--- src/rtl/vmem_pkg.sv ---
// Shared constants and FSM state type for the vector memory responder.
package vmem_pkg;

  localparam int unsigned LINE_W = 512;
  localparam int unsigned WORD_W = 32;
  localparam int unsigned BEATS  = 16;
  localparam int unsigned ADDR_W = 9;

  typedef enum logic [2:0] {
    StIdle,
    StWrite,
    StRead,
    StDrain,
    StResp
  } state_e;

endpackage

--- src/rtl/vmem_line_buffer.sv ---
// Line-wide data register, written one SRAM beat slice at a time.
module vmem_line_buffer #(
  parameter int unsigned WORD_W = 32,
  parameter int unsigned BEATS  = 16
) (
  input  logic                       clock,
  input  logic                       reset,
  input  logic                       clear,
  input  logic                       wr_en,
  input  logic [$clog2(BEATS)-1:0]   wr_idx,
  input  logic [WORD_W-1:0]          wr_data,
  output logic [WORD_W*BEATS-1:0]    line
);

  always_ff @(posedge clock) begin
    if (reset || clear) begin
      line <= '0;
    end else if (wr_en) begin
      line[WORD_W*wr_idx +: WORD_W] <= wr_data;
    end
  end

endmodule

--- src/rtl/vmem_responder.sv ---
// Splits 512-bit line loads/stores into sequential single-port SRAM beats,
// one request in flight at a time.
module vmem_responder #(
  parameter int unsigned WORD_W = vmem_pkg::WORD_W,
  parameter int unsigned BEATS  = vmem_pkg::BEATS,
  parameter int unsigned ADDR_W = vmem_pkg::ADDR_W
) (
  input  logic                              clock,
  input  logic                              reset,
  input  logic                              req_valid,
  output logic                              req_ready,
  input  logic                              req_we,
  input  logic [ADDR_W-1:0]                 req_addr,
  input  logic [vmem_pkg::LINE_W-1:0]       req_wdata,
  output logic                              rsp_valid,
  input  logic                              rsp_ready,
  output logic [vmem_pkg::LINE_W-1:0]       rsp_rdata,
  output logic                              sram_en,
  output logic                              sram_we,
  output logic [ADDR_W+$clog2(BEATS)-1:0]   sram_addr,
  output logic [WORD_W-1:0]                 sram_wdata,
  input  logic [WORD_W-1:0]                 sram_rdata
);

  import vmem_pkg::*;

  localparam int unsigned BEAT_W = $clog2(BEATS);
  localparam logic [BEAT_W-1:0] LAST_BEAT = BEAT_W'(BEATS - 1);

  state_e              state_q;
  logic [BEAT_W-1:0]   beat_q;
  logic [BEAT_W-1:0]   beat_nxt;
  logic [ADDR_W-1:0]   addr_q;
  logic [LINE_W-1:0]   wdata_q;

  logic                lb_clear;
  logic                lb_wr_en;
  logic [BEAT_W-1:0]   lb_wr_idx;

  assign beat_nxt = beat_q + BEAT_W'(1);

  // Read data lags its access by one cycle, so READ captures the previous
  // beat and DRAIN picks up the final one.
  always_comb begin
    lb_clear  = (state_q == StIdle) && req_valid;
    lb_wr_en  = ((state_q == StRead) && (beat_q != '0)) || (state_q == StDrain);
    lb_wr_idx = (state_q == StDrain) ? LAST_BEAT : beat_q - BEAT_W'(1);
  end

  always_ff @(posedge clock) begin
    if (reset) begin
      state_q    <= StIdle;
      beat_q     <= '0;
      addr_q     <= '0;
      wdata_q    <= '0;
      req_ready  <= 1'b1;
      rsp_valid  <= 1'b0;
      sram_en    <= 1'b0;
      sram_we    <= 1'b0;
      sram_addr  <= '0;
      sram_wdata <= '0;
    end else begin
      case (state_q)
        StIdle: begin
          if (req_valid) begin
            addr_q     <= req_addr;
            wdata_q    <= req_wdata;
            beat_q     <= '0;
            req_ready  <= 1'b0;
            sram_en    <= 1'b1;
            sram_we    <= req_we;
            sram_addr  <= {req_addr, {BEAT_W{1'b0}}};
            sram_wdata <= req_wdata[WORD_W-1:0];
            state_q    <= req_we ? StWrite : StRead;
          end
        end
        StWrite, StRead: begin
          if (beat_q == LAST_BEAT) begin
            beat_q  <= '0;
            sram_en <= 1'b0;
            sram_we <= 1'b0;
            if (state_q == StWrite) begin
              rsp_valid <= 1'b1;
              state_q   <= StResp;
            end else begin
              state_q   <= StDrain;
            end
          end else begin
            beat_q     <= beat_nxt;
            sram_addr  <= {addr_q, beat_nxt};
            sram_wdata <= wdata_q[WORD_W*beat_nxt +: WORD_W];
          end
        end
        StDrain: begin
          rsp_valid <= 1'b1;
          state_q   <= StResp;
        end
        StResp: begin
          if (rsp_ready) begin
            rsp_valid <= 1'b0;
            req_ready <= 1'b1;
            state_q   <= StIdle;
          end
        end
        default: state_q <= StIdle;
      endcase
    end
  end

  vmem_line_buffer #(
    .WORD_W (WORD_W),
    .BEATS  (BEATS)
  ) u_line_buffer (
    .clock   (clock),
    .reset   (reset),
    .clear   (lb_clear),
    .wr_en   (lb_wr_en),
    .wr_idx  (lb_wr_idx),
    .wr_data (sram_rdata),
    .line    (rsp_rdata)
  );

endmodule

--- config.mk ---
export PLATFORM = sky130hd
export DESIGN_NAME = vmem_responder
export DESIGN_NICKNAME = d
export VERILOG_FILES = /design/src/rtl/vmem_pkg.sv /design/src/rtl/vmem_line_buffer.sv /design/src/rtl/vmem_responder.sv
export SDC_FILE = /design/constraint.sdc
export NUM_CORES = 2
export LEC_CHECK = 0
export ABC_AREA = 1
export BUFFER_PORTS_ARGS = -buffer_cell sky130_fd_sc_hd__buf_2
export CAP_MARGIN = 15
export CORE_AREA = 2 2 432 434
export CTS_CLUSTER_SIZE = 24
export DETAILED_ROUTE_END_ITERATION = 7
export DIE_AREA = 0 0 434 436
export SKIP_LAST_GASP = 1
export SLEW_MARGIN = 10
export SYNTH_ARGS = -nofsm -noshare
export SYNTH_HDL_FRONTEND = slang
export SYNTH_SLANG_ARGS = --single-unit
--- constraint.sdc ---
create_clock -name clock -period 7.8 [get_ports clock]
set_input_delay 1.17 -clock clock [delete_from_list [all_inputs] [get_ports clock]]
set_output_delay 1.17 -clock clock [all_outputs]
set_load 0.01 [all_outputs]
## Word level (Yosys, flattened, before mapping)

Cells that the tools add are included.

| operators by class | value |
|---|---|
| add/subtract/negate cells | 3 |
| multiply operators | 0 |
| divide/modulo/power cells | 0 |
| order comparisons | 0 |
| eq/ne operators | 10 |
| shift-type cells | 3 |
| multiplexer cells | 29 |
| bitwise logic cells | 0 |
| reductions and logical operators | 17 |

Operators with widths:

| operator | number |
|---|---|
| 512-bit bitwise mux | 1 |
| 32-bit by 34-bit variable shift with 512-bit output (first input constant) | 1 |
| 32-bit by 34-bit variable part select with 512-bit output | 1 |
| 512-bit by 10-bit variable part select with 32-bit output | 1 |
| 32-bit 2-to-1 mux | 2 |
| 32-bit case mux with 2 select lines | 1 |
| 9-bit negation with 34-bit output | 1 |
| 13-bit 2-to-1 mux | 2 |
| 13-bit case mux with 2 select lines | 1 |
| 3-bit 2-to-1 mux | 4 |
| 4-bit 2-to-1 mux | 3 |
| 3-bit case mux with 4 select lines | 1 |
| 3-bit AND reduction | 4 |
| 2-bit inequality test (second input constant) | 5 |
| 1-bit 2-to-1 mux | 8 |
| 4-bit case mux with 2 select lines | 1 |
| 3-bit by 2-bit == test with 1-bit output (second input constant) | 2 |
| 1-bit case mux with 2 select lines | 3 |
| 4-bit by 1-bit adder with 4-bit output (second input constant) | 1 |
| 4-bit == test (second input constant) | 1 |
| 2-bit AND reduction | 2 |
| 4-bit AND reduction | 1 |
| 2-bit nonzero test | 2 |
| 4-bit nonzero test | 1 |
| other kinds (10) | 12 |

| word-level totals | value |
|---|---|
| bits in registers | 1089 |
| bits in latches | 0 |
| RAM bits | 0 |
| memory bits (read-only) | 0 |
| word-level logic and storage cells | 73 |
| memories | 0 |

## Depth between registers and ports, before layout

| depth | value |
|---|---|
| depth after elaboration | 5 |
| mapped depth | 22 |

## Cells and area by module

Synthesis repeated with hierarchy kept, for this count alone.

| second synthesis, totals | value |
|---|---|
| cell total of the unflattened synthesis | 7074 |
| area, all modules | 47428.0 um^2 |

Modules (own cells, without submodules):

| module | times used | cells an instance | area an instance (um^2) |
|---|---|---|---|
| vmem_responder | 1 | 3770 | 25212.9 |
| vmem_line_buffer | 1 | 3304 | 22215.1 |

## Worst setup path after synthesis

OpenSTA, ideal clock, no wires.

| timing | value |
|---|---|
| kind | reg2reg |
| start point | register beat_q[0] |
| end point | register u_line_buffer.line[310] |
| arrival time | 3712 ps |
| slack | 3973 ps |
| stages on the path, launching flop included | 21 |
| buffers on the path | 9 |
| period minus slack after synthesis | 3827 ps |
| cell sequence | dfxtp_1 buf_2 inv_2 clkbuf_1 clkbuf_1 ha_1 buf_2 inv_2 clkbuf_1 buf_1 nor2_1 ha_1 clkbuf_1 clkinv_1 clkbuf_1 buf_1 nor2_1 inv_1 nand3_1 nand2_1 nor2_1 |

| on the way | value |
|---|---|
| longest elaborated chain between the ends | 5 |

Ends and longest elaborated chain:

| element | RTL line | RTL |
|---|---|---|
| start: declaration | vmem_responder.sv:31 | `logic [BEAT_W-1:0] beat_q;` |
| start signal: assignment | vmem_responder.sv:89 | `beat_q <= beat_nxt;` |
| 4-bit by 1-bit subtractor with 4-bit output | vmem_responder.sv:47 | `lb_wr_idx = (state_q == StDrain) ? LAST_BEAT : beat_q - BEAT_W'(1);` |
| 4-bit 2-to-1 mux | vmem_responder.sv:47 |  |
| 9-bit negation with 34-bit output | vmem_line_buffer.sv:19 | `line[WORD_W*wr_idx +: WORD_W] <= wr_data;` |
| 32-bit by 34-bit variable part select with 512-bit output or 32-bit by 34-bit variable shift with 512-bit output (tied branches) | vmem_line_buffer.sv:19 |  |
| 512-bit bitwise mux | vmem_line_buffer.sv:19 |  |
| end signal: indexed assignment | vmem_line_buffer.sv:19 |  |
| end: declaration | vmem_line_buffer.sv:12 | `output logic [WORD_W*BEATS-1:0] line` |

Parallel ways exist; a longest one is shown, timed or not.
A chain may end at the register's enable or synchronous reset.

## Final worst setup path

| timing | value |
|---|---|
| start point | register beat_q[0] |
| end point | register u_line_buffer.line[346] |

The elaborated chain is that of the path after synthesis.

==> flow_summary.ini <==
[run_status]
outcome = completed

[logic_synthesis]
synth-edff-count = 0
synth_top_area_cell = dfxtp_1
yosys_warnings = 0
syn_area_mm2 = 0.0450
synth_top_family_by_area = simple AND/OR/NAND/NOR gates
yosys.area.top_type_share = 0.484
synthCells = 6398
syn_avg_cell_area_um2 = 7.04
ys_seq_area_frac = 0.484
synth_compound_area_frac = 0.177
muxShareOfSynthArea = 0
netlist_top_cells_area = dfxtp_1 48%, nor2_1 14%, o21ai_0 8.9%, a21oi_1 6.4%, nand3_1 6.1%
synthXorXnorAreaFrac = 0.000389
yosys.area_share.adder = 0.00111
yosys.area_share.simple = 0.265
synth_top_flop_cell = dfxtp_1
async_flop_share = 0
synth_nets = 6960
yosysUniqueCellTypes = 28
ys_ff_latch = 1089

[setup_path]
end_kind = register
required_ps = 8480
worst-path-max-fanout = 103
critPathLaunchType = register
rr_worst_depth = 12
worst_ep_arrival_time_ps = 6150
path_class = register to register

[clock_network]
cts_hold_buf = 0
postCtsSetupBuffers = 0
cts_tree = done
clockBufferDepth = 3
cts_resized = 0
htreeDepth = 4
cts-buffers-inserted = 131
cts.root.buffer_cell = clkbuf_16
cts_sinks = 1089
insertion_delay_ps = 800
clk_pin_slew_ps = 60

[grt]
gr-usage-all-layers = 0.240
antenna_found_initial = 84
grt_pass1_vias = 44400
grt_first_pass_wirelength_um = 329000
grt_overflow = 0
grt_max_degree = 213

[timing]
timing.fmax_mhz = 183
hold_viol_final = 0
skew_ps = 36.1
rsz0062_at_grt = false
setup_tns_ps = 0
worst_slew_pin_slew_ps = 1170
post-route-min-period_ps = 5470
relSlewSlack = 0.217
period_share = 0.701
finalSetupViolations = 0
whs_ps = 454
timing.final.ws_setup_ps = 2330
drv_slew = 0

[finish]
drive_gt1_frac = 0.202
area_growth_pct = 26.6
nets = 7759
final_area_mm2 = 0.0570
fillers = 20300

[routing]
wl_per_cell_um = 24.2
drt_iter0_drc = 5195
vias = 48400
routed_wirelength_um = 238000
drc = 0
drtPass1Iterations = 6
ant_nets = 0
viasPerCell = 4.92

[floorplan]
die_h_um = 436
die_area_mm2 = 0.189
initial_core_util = 0.244
io_pins = 1119
num_rows = 158
coreArea_mm2 = 0.185
die_x_um = 434

[worst_hold_path]
min_path_type = register to register
whs_path_depth = 2

[power]
max-vdd-ir-drop_v = 0.000230
p_leak_uw = 0.0249
powerDensity_mw_per_mm2 = 378
power_uw = 21500

[run]
max_cap_viol_count = 0

[place]
place_worst_setup_slack_ps = 2350
hpwl_um = 172000
gp_congestion = 0.955
dpl_cell_area_mm2 = 0.0525
numPortBuffers = 1118
[cells in the mapped netlist (4+ instances only)]
| cell type | count |
|---|---|
| inv_2 | 17 |
| nor2_1 | 1676 |
| o21ai_1 | 38 |
| nand4_1 | 7 |
| nand2_1 | 702 |
| nor3_1 | 15 |
| o2111ai_1 | 96 |
| o21ai_0 | 802 |
| clkbuf_1 | 355 |
| buf_1 | 41 |
| a21oi_1 | 572 |
| nor2_2 | 5 |
| buf_4 | 5 |
| nand3_1 | 552 |
| dfxtp_1 | 1089 |
| inv_1 | 257 |
| a31oi_1 | 10 |
| buf_2 | 139 |
| ha_1 | 4 |
[through the flow]
| step | utilization | instances |
|---|---|---|
| floorplan | - | 6398 |
| global placement | 0.284 | 9541 |
| detailed placement | 0.284 | 9543 |
| CTS | 0.308 | 9780 |
| global route | 0.309 | 9825 |
| finish | 0.309 | 9834 |
[critical path: stages, from the launching register on]
cell	delay (ps)
dfxtp_4	380
inv_8	340
ha_4	390
inv_4	500
nor2_1	180
ha_4	480
buf_4	750
nand4_1	500
nor2_4	580
buf_4	870
nand3_1	160
nand2_1	120
nor2_1	50
[layout by cell type (no fill, tap or decap), types with 4 or more instances in the layout]
cell and n:
buf_12 6, nor2_4 10, diode_2 53, o21ai_0 802
dfxtp_1 1088, nor3_2 11, nand2_2 5, inv_16 4
clkbuf_1 36, nor2_2 9, inv_2 16, nand4_1 7
o2111ai_1 96, inv_1 256, clkbuf_16 133, inv_8 6
clkbuf_8 26, nor3_4 5, buf_4 80, clkinvlp_4 7
bufinv_16 4, a31oi_1 10, nor2_1 1664, clkinv_2 14
nand3_1 552, nand2_1 699, a21oi_1 572, o21ai_1 38
buf_2 1118
[final cells by class]
cell class / instances / area [um2] / share of cell area
Antenna cell: 53 / 133 / 0.00233
Clock inverter: 42 / 528 / 0.00926
Clock buffer: 195 / 3820 / 0.0670
Multi-Input combinational cell: 4492 / 20200 / 0.354
Timing Repair Buffer: 1206 / 6360 / 0.112
Tap cell: 2480 / 3100 / 0.0544
Sequential cell: 1089 / 21800 / 0.382
Inverter: 277 / 1070 / 0.0188
[sequential cells by signal, indices dropped and copies added (netlist names)]
signal              flops
addr_q                  9
beat_q                  4
req_ready               1
rsp_valid               1
sram_addr              13
sram_en                 1
sram_wdata             32
sram_we                 1
state_q                 3
u_line_buffer.line    512
wdata_q               512
[worst paths after layout]
path | startpoint | end | slack (ps)
min reg2reg | wdata_q[486] | wdata_q[486] | 450
max | beat_q[0] | u_line_buffer.line[346] | 2330
max reg2reg | beat_q[0] | u_line_buffer.line[346] | 2330
min | wdata_q[486] | wdata_q[486] | 450
[logic make-up after synthesis]
logic type	after synthesis
AO/OA/AOI/OAI	1519
XOR/XNOR	2
adder cells (fa/ha/maj)	4
buffers and inverters	817
flip-flops	1089
AND/OR/NAND/NOR	2967
[metal layers]
| layer | wire length, um | global-route usage |
|---|---|---|
| met5 | 122 | 0 |
| met4 | 18200 | 0.168 |
| met3 | 16600 | 0.0423 |
| met2 | 112000 | 0.389 |
| met1 | 91700 | 0.287 |
[power breakdown]
group / leakage [uW] / switching [uW] / total, uW / internal [uW]
clock: 0.00211 / 2670 / 6240 / 3570
sequential: 0.00890 / 462 / 7010 / 6550
combinational: 0.0139 / 6320 / 8290 / 1970
Note: power is estimated with default switching activity, not from simulation.
